## config.mk

```make
export PLATFORM = sky130hd
export DESIGN_NAME = io_arbiter
export DESIGN_NICKNAME = d
export VERILOG_FILES = /design/src/rtl/io_arbiter_pkg.sv /design/src/rtl/io_arbiter.sv
export SDC_FILE = /design/constraint.sdc
export NUM_CORES = 1
export LEC_CHECK = 0
export BUFFER_PORTS_ARGS = -buffer_cell sky130_fd_sc_hd__buf_2
export CORE_MARGIN = 3
export CORE_UTILIZATION = 31
export CTS_CLUSTER_DIAMETER = 150
export DETAILED_ROUTE_END_ITERATION = 8
export PLACE_DENSITY_LB_ADDON = 0.15
export RECOVER_POWER = 100
export SLEW_MARGIN = 20
export SYNTH_ARGS = -nofsm -noshare
export SYNTH_HDL_FRONTEND = slang
export SYNTH_SLANG_ARGS = --single-unit
```

## constraint.sdc

```tcl
create_clock -name clock -period 4.1 [get_ports clock]
set_clock_uncertainty 0.2 [all_clocks]
set_input_delay 0 -clock clock [delete_from_list [all_inputs] [get_ports clock]]
set_output_delay 0 -clock clock [all_outputs]
set_load 0.03 [all_outputs]
```

## src/rtl/io_arbiter_pkg.sv

```systemverilog
// Shared definitions for the I/O memory arbiter.
//   IO_ADDR_MAX    : highest valid I/O register address (also used by io)
//   io_arb_state_t : arbiter sequencing states
package def;

  localparam logic [7:0] IO_ADDR_MAX = 8'h08;

  typedef enum logic [1:0] {
    IDLE  = 2'd0,
    GRANT = 2'd1,
    ACK   = 2'd2,
    LOCK  = 2'd3
  } io_arb_state_t;

endpackage

```

## src/rtl/io_arbiter.sv

```systemverilog
// io_arbiter: shares the single-port I/O register file between the CPU core
// (port 0) and the serial debug/configuration loader (port 1).
//
// Ports:
//   clock, reset_s2_n          : clock, asynchronous active-low reset
//   req/we/lock/addr/wdata 0|1 : per-requester access request, held until ack
//   ack/err/rdata 0|1          : completion pulse, out-of-range flag, read data
//   io_address/io_data_in/
//   io_write_enable            : registered drive into the io module
//   io_data_out                : combinational read data from the io module
//   lock_timeout               : one-cycle pulse when an idle lock is revoked
//
// Each access runs IDLE/LOCK -> GRANT -> ACK. The io_* outputs are registered
// on the grant edge so they are valid for the whole GRANT cycle only; a write
// lands on the edge that ends GRANT and read data is captured on that edge.
module io_arbiter
  import def::*;
#(
  parameter int LOCK_TIMEOUT = 16
) (
  input  logic       clock,
  input  logic       reset_s2_n,
  input  logic       req0,
  input  logic       req1,
  input  logic       we0,
  input  logic       we1,
  input  logic       lock0,
  input  logic       lock1,
  input  logic [7:0] addr0,
  input  logic [7:0] addr1,
  input  logic [7:0] wdata0,
  input  logic [7:0] wdata1,
  output logic       ack0,
  output logic       ack1,
  output logic       err0,
  output logic       err1,
  output logic [7:0] rdata0,
  output logic [7:0] rdata1,
  output logic [7:0] io_address,
  output logic [7:0] io_data_in,
  output logic       io_write_enable,
  input  logic [7:0] io_data_out,
  output logic       lock_timeout
);

  localparam logic [7:0] TIMEOUT_CNT = 8'(LOCK_TIMEOUT);

  // On a tie the port that was not served last wins; otherwise whoever asks.
  function automatic logic rr_pick(input logic r0, input logic r1, input logic last);
    if (r0 && r1) return ~last;
    return r1;
  endfunction

  io_arb_state_t state_q, state_d;
  logic          owner_q, owner_d;
  logic          last_grant_q, last_grant_d;
  logic          oor_q, oor_d;
  logic [7:0]    cnt_q, cnt_d;
  logic [7:0]    io_address_q, io_address_d;
  logic [7:0]    io_data_in_q, io_data_in_d;
  logic          io_we_q, io_we_d;
  logic [7:0]    rdata0_q, rdata0_d;
  logic [7:0]    rdata1_q, rdata1_d;

  logic          req_own, lock_own, gnt_port, sel_we, sel_in_range, lock_expire;
  logic [7:0]    sel_addr, sel_wdata, cnt_inc;

  assign req_own      = owner_q ? req1 : req0;
  assign lock_own     = owner_q ? lock1 : lock0;
  // Under lock only the owner can be granted, so round-robin is bypassed.
  assign gnt_port     = (state_q == LOCK) ? owner_q : rr_pick(req0, req1, last_grant_q);
  assign sel_addr     = gnt_port ? addr1 : addr0;
  assign sel_wdata    = gnt_port ? wdata1 : wdata0;
  assign sel_we       = gnt_port ? we1 : we0;
  assign sel_in_range = (sel_addr <= IO_ADDR_MAX);
  assign cnt_inc      = cnt_q + 8'd1;
  // Owner idle while still holding lock and this is the last allowed idle cycle.
  // A lock release in the same cycle takes priority and is not a timeout.
  assign lock_expire  = (state_q == LOCK) && !req_own && lock_own && (cnt_inc == TIMEOUT_CNT);

  // State and datapath registers
  always_ff @(posedge clock or negedge reset_s2_n) begin
    if (!reset_s2_n) begin
      state_q      <= IDLE;
      owner_q      <= 1'b0;
      last_grant_q <= 1'b1;
      oor_q        <= 1'b0;
      cnt_q        <= 8'd0;
      io_address_q <= 8'd0;
      io_data_in_q <= 8'd0;
      io_we_q      <= 1'b0;
      rdata0_q     <= 8'd0;
      rdata1_q     <= 8'd0;
    end else begin
      state_q      <= state_d;
      owner_q      <= owner_d;
      last_grant_q <= last_grant_d;
      oor_q        <= oor_d;
      cnt_q        <= cnt_d;
      io_address_q <= io_address_d;
      io_data_in_q <= io_data_in_d;
      io_we_q      <= io_we_d;
      rdata0_q     <= rdata0_d;
      rdata1_q     <= rdata1_d;
    end
  end

  // Next-state and datapath
  always_comb begin
    state_d      = state_q;
    owner_d      = owner_q;
    last_grant_d = last_grant_q;
    oor_d        = oor_q;
    cnt_d        = cnt_q;
    // io_* are only non-zero for the GRANT cycle that follows a grant edge.
    io_address_d = 8'd0;
    io_data_in_d = 8'd0;
    io_we_d      = 1'b0;
    rdata0_d     = rdata0_q;
    rdata1_d     = rdata1_q;

    unique case (state_q)
      IDLE: begin
        if (req0 || req1) begin
          state_d      = GRANT;
          owner_d      = gnt_port;
          oor_d        = !sel_in_range;
          io_address_d = sel_addr;
          io_data_in_d = sel_wdata;
          io_we_d      = sel_we && sel_in_range;
        end
      end
      GRANT: begin
        state_d = ACK;
        if (owner_q) rdata1_d = oor_q ? 8'd0 : io_data_out;
        else         rdata0_d = oor_q ? 8'd0 : io_data_out;
      end
      ACK: begin
        last_grant_d = owner_q;
        cnt_d        = 8'd0;
        state_d      = lock_own ? LOCK : IDLE;
      end
      LOCK: begin
        if (req_own) begin
          state_d      = GRANT;
          cnt_d        = 8'd0;
          oor_d        = !sel_in_range;
          io_address_d = sel_addr;
          io_data_in_d = sel_wdata;
          io_we_d      = sel_we && sel_in_range;
        end else if (!lock_own) begin
          state_d = IDLE;
          cnt_d   = 8'd0;
        end else if (lock_expire) begin
          // Revoked owner counts as last served so the other port wins next.
          state_d      = IDLE;
          cnt_d        = 8'd0;
          last_grant_d = owner_q;
        end else begin
          cnt_d = cnt_inc;
        end
      end
      default: state_d = IDLE;
    endcase
  end

  // Outputs
  always_comb begin
    ack0            = 1'b0;
    ack1            = 1'b0;
    err0            = 1'b0;
    err1            = 1'b0;
    if (state_q == ACK) begin
      ack0 = !owner_q;
      ack1 = owner_q;
      err0 = !owner_q && oor_q;
      err1 = owner_q && oor_q;
    end
    rdata0          = rdata0_q;
    rdata1          = rdata1_q;
    io_address      = io_address_q;
    io_data_in      = io_data_in_q;
    io_write_enable = io_we_q;
    lock_timeout    = lock_expire;
  end

endmodule
```

==> results of run 1 <==
## power breakdown
group	total (mW)	internal, mW	switching, mW	leakage (nW)
clock network	0.290	0.136	0.154	0.0482
registers	0.690	0.597	0.0931	0.618
logic	0.965	0.330	0.635	0.870
total	1.94	1.06	0.882	1.54
## layer usage
metal	global-route usage	vias to the layer above	routed length, um
li1	-	1071	-
met1	0.180	986	2820
met2	0.263	67	2850
met3	0.0361	7	365
met4	0.0458	0	90
met5	0	-	0
## kinds of logic (layout without fill, tap and decap cells)
logic type | after synthesis | in the layout | synth area share
adder cells (fa/ha/maj) | 6 | 6 | 0.0328
multiplexers | 20 | 20 | 0.0909
XOR/XNOR | 2 | 2 | 0.00766
buffers and inverters | 15 | 148 | 0.0257
AND/OR/NAND/NOR | 88 | 88 | 0.184
flip-flops | 46 | 46 | 0.504
AO/OA/AOI/OAI | 54 | 54 | 0.155
## how the worst max path moves through the flow
stage,start,endpoint,cells after the start
3_3_place_gp,cnt_q[0],state_q[0],6
2_1_floorplan,state_q[0],io_address[0],7
5_1_grt,cnt_q[0],lock_timeout,6
3_5_place_dp,cnt_q[0],state_q[0],6
4_1_cts,state_q[0],io_write_enable,8
6_report,cnt_q[0],lock_timeout,6
## metrics by stage
stage          power, mW  setup slack, ns  instance area [um2]
6_report            1.94            0.688                 3310
5_1_grt             2.09            0.529                 3310
4_1_cts             1.99            0.856                 3380
3_5_place_dp        1.61             1.70                 2820
3_3_place_gp        1.61             1.73                 2820
2_1_floorplan       1.33             1.97                 2290
## layout by cell type (no fill, tap or decap), types with 2 or more instances in the layout
cell,Yosys,layout
nor2_1,28,28
xnor2_1,2,2
a32oi_1,2,2
nand2_1,27,27
mux2_2,2,2
nand3_1,2,2
o2bb2ai_1,2,2
and2_1,3,3
a31oi_1,4,3
and3_1,2,2
o31ai_1,5,5
o21ai_0,30,30
buf_2,2,46
mux2i_1,17,17
clkbuf_1,7,41
dfrtp_1,45,45
clkbuf_8,0,6
inv_1,6,6
ha_1,6,6
nand2b_1,13,13
nand4_1,2,2
nor2b_1,3,3
a21oi_1,3,3
nor4_1,3,3
dlygate4sd3_1,0,47
## what timing repair did
item | in CTS | in global routing
hold buffers | 47 | 0
endpoints found under the hold margin | 81 | 0
resized for setup | 0 | 0
## flip-flops by register name, indices dropped and copies added (netlist names)
register and cells:
cnt_q 8, io_write_enable 1, state_q 2, last_grant_q 1, rdata0 8, oor_q 1, owner_q 1, rdata1 8
io_data_in 8, io_address 8
## critical path, delay by kind of cell, from the launching register on
kind | cells | cell delay (ns)
fa+ha+maj | 1 | 0.28
buf+inv | 1 | 0.31
xor+xnor | 1 | 0.13
compound gates | 1 | 1.18
flops | 1 | 0.46
simple gates | 2 | 0.55
## area by class of cell
cell class | count | area, um2
sequential | 46 | 1150
fill | 720 | 3670
inverter | 6 | 22.5
tap | 96 | 120
multi-input combinational | 170 | 1060
clock buffer | 7 | 86.3
timing repair buffer | 134 | 858
clock inverter | 1 | 5.00
==> impl_metrics.ini, run 1 <==
[run_status]
outcome = complete, but fails checks
violations = max-capacitance violations, max-slew violations

[clock_tree]
cts_setup_buffers = 0
path_clk_slew_ns = 0.09
cts_sinks = 46
root_buffer = clkbuf_8
clock_path_buffers = 2
cts_made_buffers = 5
htreeDepth = 2
clkLatencyLatePin_ns = 0.30
cts_tree = done

[synth]
synth_top_cells_by_count = 45 x dfrtp_1, 30 x o21ai_0, 28 x nor2_1, 27 x nand2_1, 17 x mux2i_1
synthesis.nets = 285
ys_types = 38
yosysMostFrequentCell = dfrtp_1
synth_top_area_frac = 0.493
synthFlopType = dfrtp_1
ys_seq_area_frac = 0.504
syn_area_um2 = 2290
synth.avg_cell_area_um2 = 9.90
syn_inst = 231
synth_edf_count = 0
synth_area_leaders = dfrtp_1 49%, mux2i_1 7.4%, o21ai_0 6.6%
ys_ff_latch = 46
yosysWarnings = 0
yosysTopAreaCell = dfrtp_1
synthArstFlopShare = 1.00

[sta]
tns_ns = 0
setup_viol = 0
period_share = 0.832
max_freq_mhz = 293
fin_crit_ns = 3.41
whs_ns = 0.0193
hold_viol = 0
slew_viol_final = 47
rsz0062_at_grt = no
slew_headroom = -0.674
tightest_slew_ns = 2.51

[route]
drt_iter0_markers = 78
drtAntennaViolNets = 0
via_per_inst = 4.63
vias = 2131
wl_per_cell_um = 13.3
drtPass1Iterations = 4
drc = 0
wl_um = 6120

[floorplanning]
ios = 86
die_h_um = 91.9
dieArea_um2 = 8440
initial_core_util = 0.327
die_x_um = 91.9
core_um2 = 6980
fp-row-count = 30

[global_routing]
grt_start_max_net_pins = 47
gr-total-overflow = 0
antenna_found_initial = 0
grt_pass1_wl_um = 10300
grtUsageTotal = 0.150
grt_pass1_vias = 2306

[critical_path]
required_ns = 3.90
slowest_delay_ns = 1.18
critPathMaxFanout = 8
worst_ep_arrival_time_ns = 3.21
path_cells = ha_1, and3_1, xnor2_1, a2111oi_0, and2_2, clkbuf_1
worstRegToRegCells = 8
start_kind = flop
r2r-end = io_write_enable
critical_path_class = reg -> out
cpMaxStageDelayCell = a2111oi_0
crit_path_end_kind = primary output
regToRegStartpoint = state_q[0]
rrSetupSlack_ns = 0.86

[placed_design]
port_buffers = 85
gp_congestion = 0.778
dp_hpwl_um = 3920
place_inst = 405

[worst_hold_path]
hp-start = lock1
hold_path.class = in -> reg
hold_depth = 4
hold_end = state_q[0]

[cells_and_area]
n_antenna_cell = 0
final_util = 0.474
syn2layout_area_growth_pct = 44.7
drive_above_1_share = 0.173
final_cells = 460
layout.nets = 417

[pwr]
peakVddDrop_mv = 0.312
p_leak_nw = 1.54
p_per_area_nw_per_um2 = 588

[flow_run]
drv_cap = 2
No activity file was read; power rests on OpenSTA's default activity.
==> run 2: changes to the inputs <==
Clock period 4.1 ns to 3.1 ns, I/O delays scaled along.
==> impl_metrics.ini, run 2 (synthesis results as in run 1) <==
[critical_path]
crit_path_end_kind = flop
start_kind = flop
required_ns = 3.08
critPathMaxFanout = 20
worst_ep_arrival_time_ns = 2.77
critical_path_class = reg -> reg

[floorplanning]
ios = 86
fp-row-count = 30
initial_core_util = 0.327
die_x_um = 91.9
core_um2 = 6980
die_h_um = 91.9
dieArea_um2 = 8440

[sta]
max_freq_mhz = 358
fin_crit_ns = 2.79
setup_viol = 0
tns_ns = 0
hold_viol = 0
tightest_slew_ns = 1.16
rsz0062_at_grt = no
slew_viol_final = 0
slew_headroom = 0.226
finalWorstSetupSlack_ns = 0.310
period_share = 0.900

[cells_and_area]
final_cell_mix = 49 x dlygate4sd3_1, 46 x buf_2, 45 x dfrtp_1
drive_above_1_share = 0.180
final_util = 0.482
fillCellCount = 718
final-seq-area_um2 = 1150
mostFrequentLayoutCell = dlygate4sd3_1
final_cells = 462
layout.nets = 419
multiInputGateArea_um2 = 1080
syn2layout_area_growth_pct = 47.2
n_antenna_cell = 0

[placed_design]
port_buffers = 85
gp_congestion = 0.774
post-place-ws_ns = 0.718
dp_hpwl_um = 3950
place_inst = 405

[pwr]
p_per_area_nw_per_um2 = 785
p_leak_nw = 1.55
p_total_mw = 2.64
peakVddDrop_mv = 0.310

[clock_tree]
cts_made_buffers = 5
cts_setup_buffers = 0
path_clk_slew_ns = 0.09
htreeDepth = 2
cts_sinks = 46
cts_tree = done
clock_path_buffers = 2
clkLatencyLatePin_ns = 0.30
root_buffer = clkbuf_8

[worst_hold_path]
hold_path.class = in -> reg

[global_routing]
grt_start_max_net_pins = 47
grt_pass1_wl_um = 10200
gr-total-overflow = 0
grtUsageTotal = 0.148
grt_pass1_vias = 2173
antenna_found_initial = 0

[run_status]
outcome = complete, no violations

[route]
wl_um = 6040
wl_per_cell_um = 13.1
via_per_inst = 4.63
drtAntennaViolNets = 0
vias = 2137
drt_iter0_markers = 93
drtPass1Iterations = 4
drc = 0

[flow_run]
drv_cap = 0
run 2: cell type report:
type | instances | share of cell area
clock buffer | 5 | 0.0204
clock inverter | 3 | 0.0130
inverter | 6 | 0.00669
multi-input combinational | 170 | 0.320
sequential | 46 | 0.342
tap | 96 | 0.0357
timing repair buffer | 136 | 0.261
run 2: worst max-delay path, stage by stage (launching register included):
cell	delay, ns
dfrtp_1	0.43
ha_2	0.26
and2_0	0.21
a31oi_2	0.15
buf_4	0.33
a31oi_1	0.16
dlygate4sd3_1	0.58
nor4_1	0.34
run 2: path summary, 6_finish.rpt:
check	startpoint	end	slack, ns	cells after the start
worst max-delay path	state_q[0]	io_write_enable	0.31	7
worst min-delay path	lock0	state_q[0]	0.03	4
worst max register to register	state_q[0]	io_write_enable	0.31	7
worst min register to register	rdata0[5]	rdata0[5]	0.29	2
max in group asynchronous	reset_s2_n	cnt_q[2]	1.73	2
min in group asynchronous	reset_s2_n	rdata1[5]	0.26	2
run 2: power by group:
part / leakage, nW / total, mW / internal (mW) / switching, mW
registers: 0.618 / 0.907 / 0.788 / 0.118
logic: 0.875 / 1.27 / 0.436 / 0.835
clock network: 0.0585 / 0.466 / 0.242 / 0.224
run 2: routing by layer:
metal | track usage | up-vias | part of all wire
li1 | - | 1072 | -
met4 | 0.0458 | 0 | 0.016
met1 | 0.181 | 990 | 0.45
met3 | 0.0443 | 7 | 0.068
met5 | 0 | - | 0
met2 | 0.251 | 68 | 0.47
run 2: through the flow:
| step | hold WS, ns | area [um2] |
|---|---|---|
| 4_1_cts | 0.0244 | 3420 |
| 3_3_place_gp | 0.0396 | 2820 |
| 3_5_place_dp | 0.0481 | 2820 |
| 5_1_grt | 0.0482 | 3370 |
| 6_report | 0.0326 | 3370 |
| 2_1_floorplan | -0.496 | 2290 |
run 2: timing repair:
action	CTS	global route
gates resized for setup	0	1
hold endpoints to repair	81	0
hold buffers	49	0
setup endpoints to repair	0	1
==> run 3: changes to the inputs <==
Settings changed: ABC_AREA from default to 1, CORE_UTILIZATION 31 to 45.
==> impl_metrics.ini, run 3 <==
[critical_path]
worstRegToRegCells = 12
start_kind = flop
required_ns = 3.15
critical_path_class = reg -> reg
worst_ep_arrival_time_ns = 3.02
cpMaxStageDelayCell = dlygate4sd3_1
path_cells = ha_1, inv_2, nand3_4, nand2_8, nand2_1, o21ai_0, dlygate4sd3_1, nand3_1, nand2_1, nand2_1, nor2_1, dlygate4sd3_1
slowest_delay_ns = 0.60
crit_top_cell = nand2_1
critPathMaxFanout = 7
crit_path_end_kind = flop

[placed_design]
place_inst = 437
dp_hpwl_um = 3820
gp_congestion = 0.831
port_buffers = 85

[sta]
max_freq_mhz = 336
hold_viol = 0
slew_viol_final = 0
rsz0062_at_grt = no
period_share = 0.960
tightest_slew_ns = 1.11
tns_ns = 0
slew_headroom = 0.262
fin_crit_ns = 2.98
setup_viol = 0

[pwr]
p_leak_nw = 1.79
p_per_area_nw_per_um2 = 808
p_total_mw = 2.77
peakVddDrop_mv = 0.455

[floorplanning]
fp-row-count = 26
die_x_um = 79.3
initial_core_util = 0.470
ios = 86
dieArea_um2 = 6280
die_h_um = 79.3
core_um2 = 5140

[clock_tree]
clock_path_buffers = 2
cts_made_buffers = 5
clkLatencyLatePin_ns = 0.30
cts_tree = done
path_clk_slew_ns = 0.10
htreeDepth = 2
cts_sinks = 46
root_buffer = clkbuf_8

[global_routing]
grtUsageTotal = 0.199
gr-total-overflow = 0
grt_pass1_wl_um = 9850
grt_pass1_vias = 2238
grt_start_max_net_pins = 47
antenna_found_initial = 0

[synth]
synthArstFlopShare = 1.00
synth_top_area_frac = 0.466
yosysWarnings = 0
ys_seq_area_frac = 0.477
yosysTopAreaCell = dfrtp_1
syn_area_um2 = 2420
synth_area_leaders = dfrtp_1 47%, nand2_1 11%, nor2_1 6.5%
synth_top_cells_by_count = 74 x nand2_1, 45 x dfrtp_1, 42 x nor2_1, 36 x inv_1, 9 x nor3_1
ys_types = 34
synthesis.nets = 341
synth_edf_count = 0
synthFlopType = dfrtp_1
synth.avg_cell_area_um2 = 8.42
syn_inst = 287
ys_ff_latch = 46
yosysMostFrequentCell = nand2_1

[route]
wl_per_cell_um = 12.1
drt_iter0_markers = 91
vias = 2292
drtPass1Iterations = 4
wl_um = 5980
drc = 0
drtAntennaViolNets = 0
via_per_inst = 4.64

[cells_and_area]
drive_above_1_share = 0.210
syn2layout_area_growth_pct = 41.9
final_cells = 494
final_cell_mix = 76 x nand2_1, 47 x dlygate4sd3_1, 46 x buf_2
mostFrequentLayoutCell = nand2_1
multiInputGateArea_um2 = 1080
n_antenna_cell = 0
final-seq-area_um2 = 1150
fillCellCount = 457
layout.nets = 477

[flow_run]
drv_cap = 0

[worst_hold_path]
hold_path.class = in -> reg
hold_depth = 5

[run_status]
outcome = complete, no violations
==> run 3: final timing paths <==
| kind | slack [ns] | from | to |
|---|---|---|---|
| max | 0.12 | state_q[0] | io_write_enable |
| min | 0.006 | lock1 | cnt_q[1] |
| min reg2reg | 0.28 | rdata1[3] | rdata1[3] |
| max reg2reg | 0.12 | state_q[0] | io_write_enable |
| min in group asynchronous | 0.25 | reset_s2_n | rdata0[7] |
| max in group asynchronous | 1.78 | reset_s2_n | cnt_q[4] |
==> run 3: worst max-delay path, delay by kind of cell (launching register included) <==
family | cells | cell delay (ns)
compound gates | 1 | 0.08
simple gates | 7 | 0.62
flops | 1 | 0.44
buf+inv | 3 | 1.28
fa+ha+maj | 1 | 0.29
==> run 3: where the power goes <==
group	leakage [nW]	internal (mW)	switching, mW
combinational	1.12	0.478	0.903
clock	0.0563	0.246	0.223
sequential	0.612	0.794	0.127
total	1.79	1.52	1.25
==> run 3: area by class of cell <==
type	instances	area share
Sequential cell	46	0.336
Multi-Input combinational cell	199	0.314
Timing Repair Buffer	132	0.247
Inverter	39	0.0427
Tap cell	70	0.0255
Clock buffer	5	0.0201
Clock inverter	3	0.0142
==> run 3: layer usage <==
| layer | up-vias | part of all wire | GRT usage |
|---|---|---|---|
| met5 | - | 0 | 0 |
| met4 | 0 | 0.015 | 0.0550 |
| met3 | 7 | 0.055 | 0.0510 |
| met2 | 61 | 0.52 | 0.367 |
| met1 | 1054 | 0.41 | 0.225 |
| li1 | 1170 | - | - |
==> run 3: metrics by stage <==
step                instance area (um2)  hold slack (ns)  setup WS, ns  utilization
global placement                   2890           0.0273          1.13        0.563
finish                             3430          0.00649         0.123        0.667
CTS                                3480          0.00587        0.0238        0.677
global route                       3430           0.0119        0.0111        0.667
floorplan                          2420           -0.496          1.31            -
detailed placement                 2890           0.0338          1.06        0.563
==> run 3: cell families (layout without fill, tap and decap cells) <==
| group | Yosys count | in the layout | synth area share |
|---|---|---|---|
| AND/OR/NAND/NOR | 157 | 159 | 0.300 |
| flip-flops | 46 | 46 | 0.477 |
| buffers and inverters | 44 | 179 | 0.0761 |
| AO/OA/AOI/OAI | 24 | 24 | 0.0709 |
| multiplexers | 9 | 9 | 0.0414 |
| adder cells (fa/ha/maj) | 6 | 6 | 0.0311 |
| XOR/XNOR | 1 | 1 | 0.00363 |
==> run 3: timing repair <==
item,4_1_cts,5_1_grt
resized for setup,0,3
hold buffers,47,0
hold endpoints to repair,81,0
endpoints found under the setup margin,0,1
buffers inserted,0,0
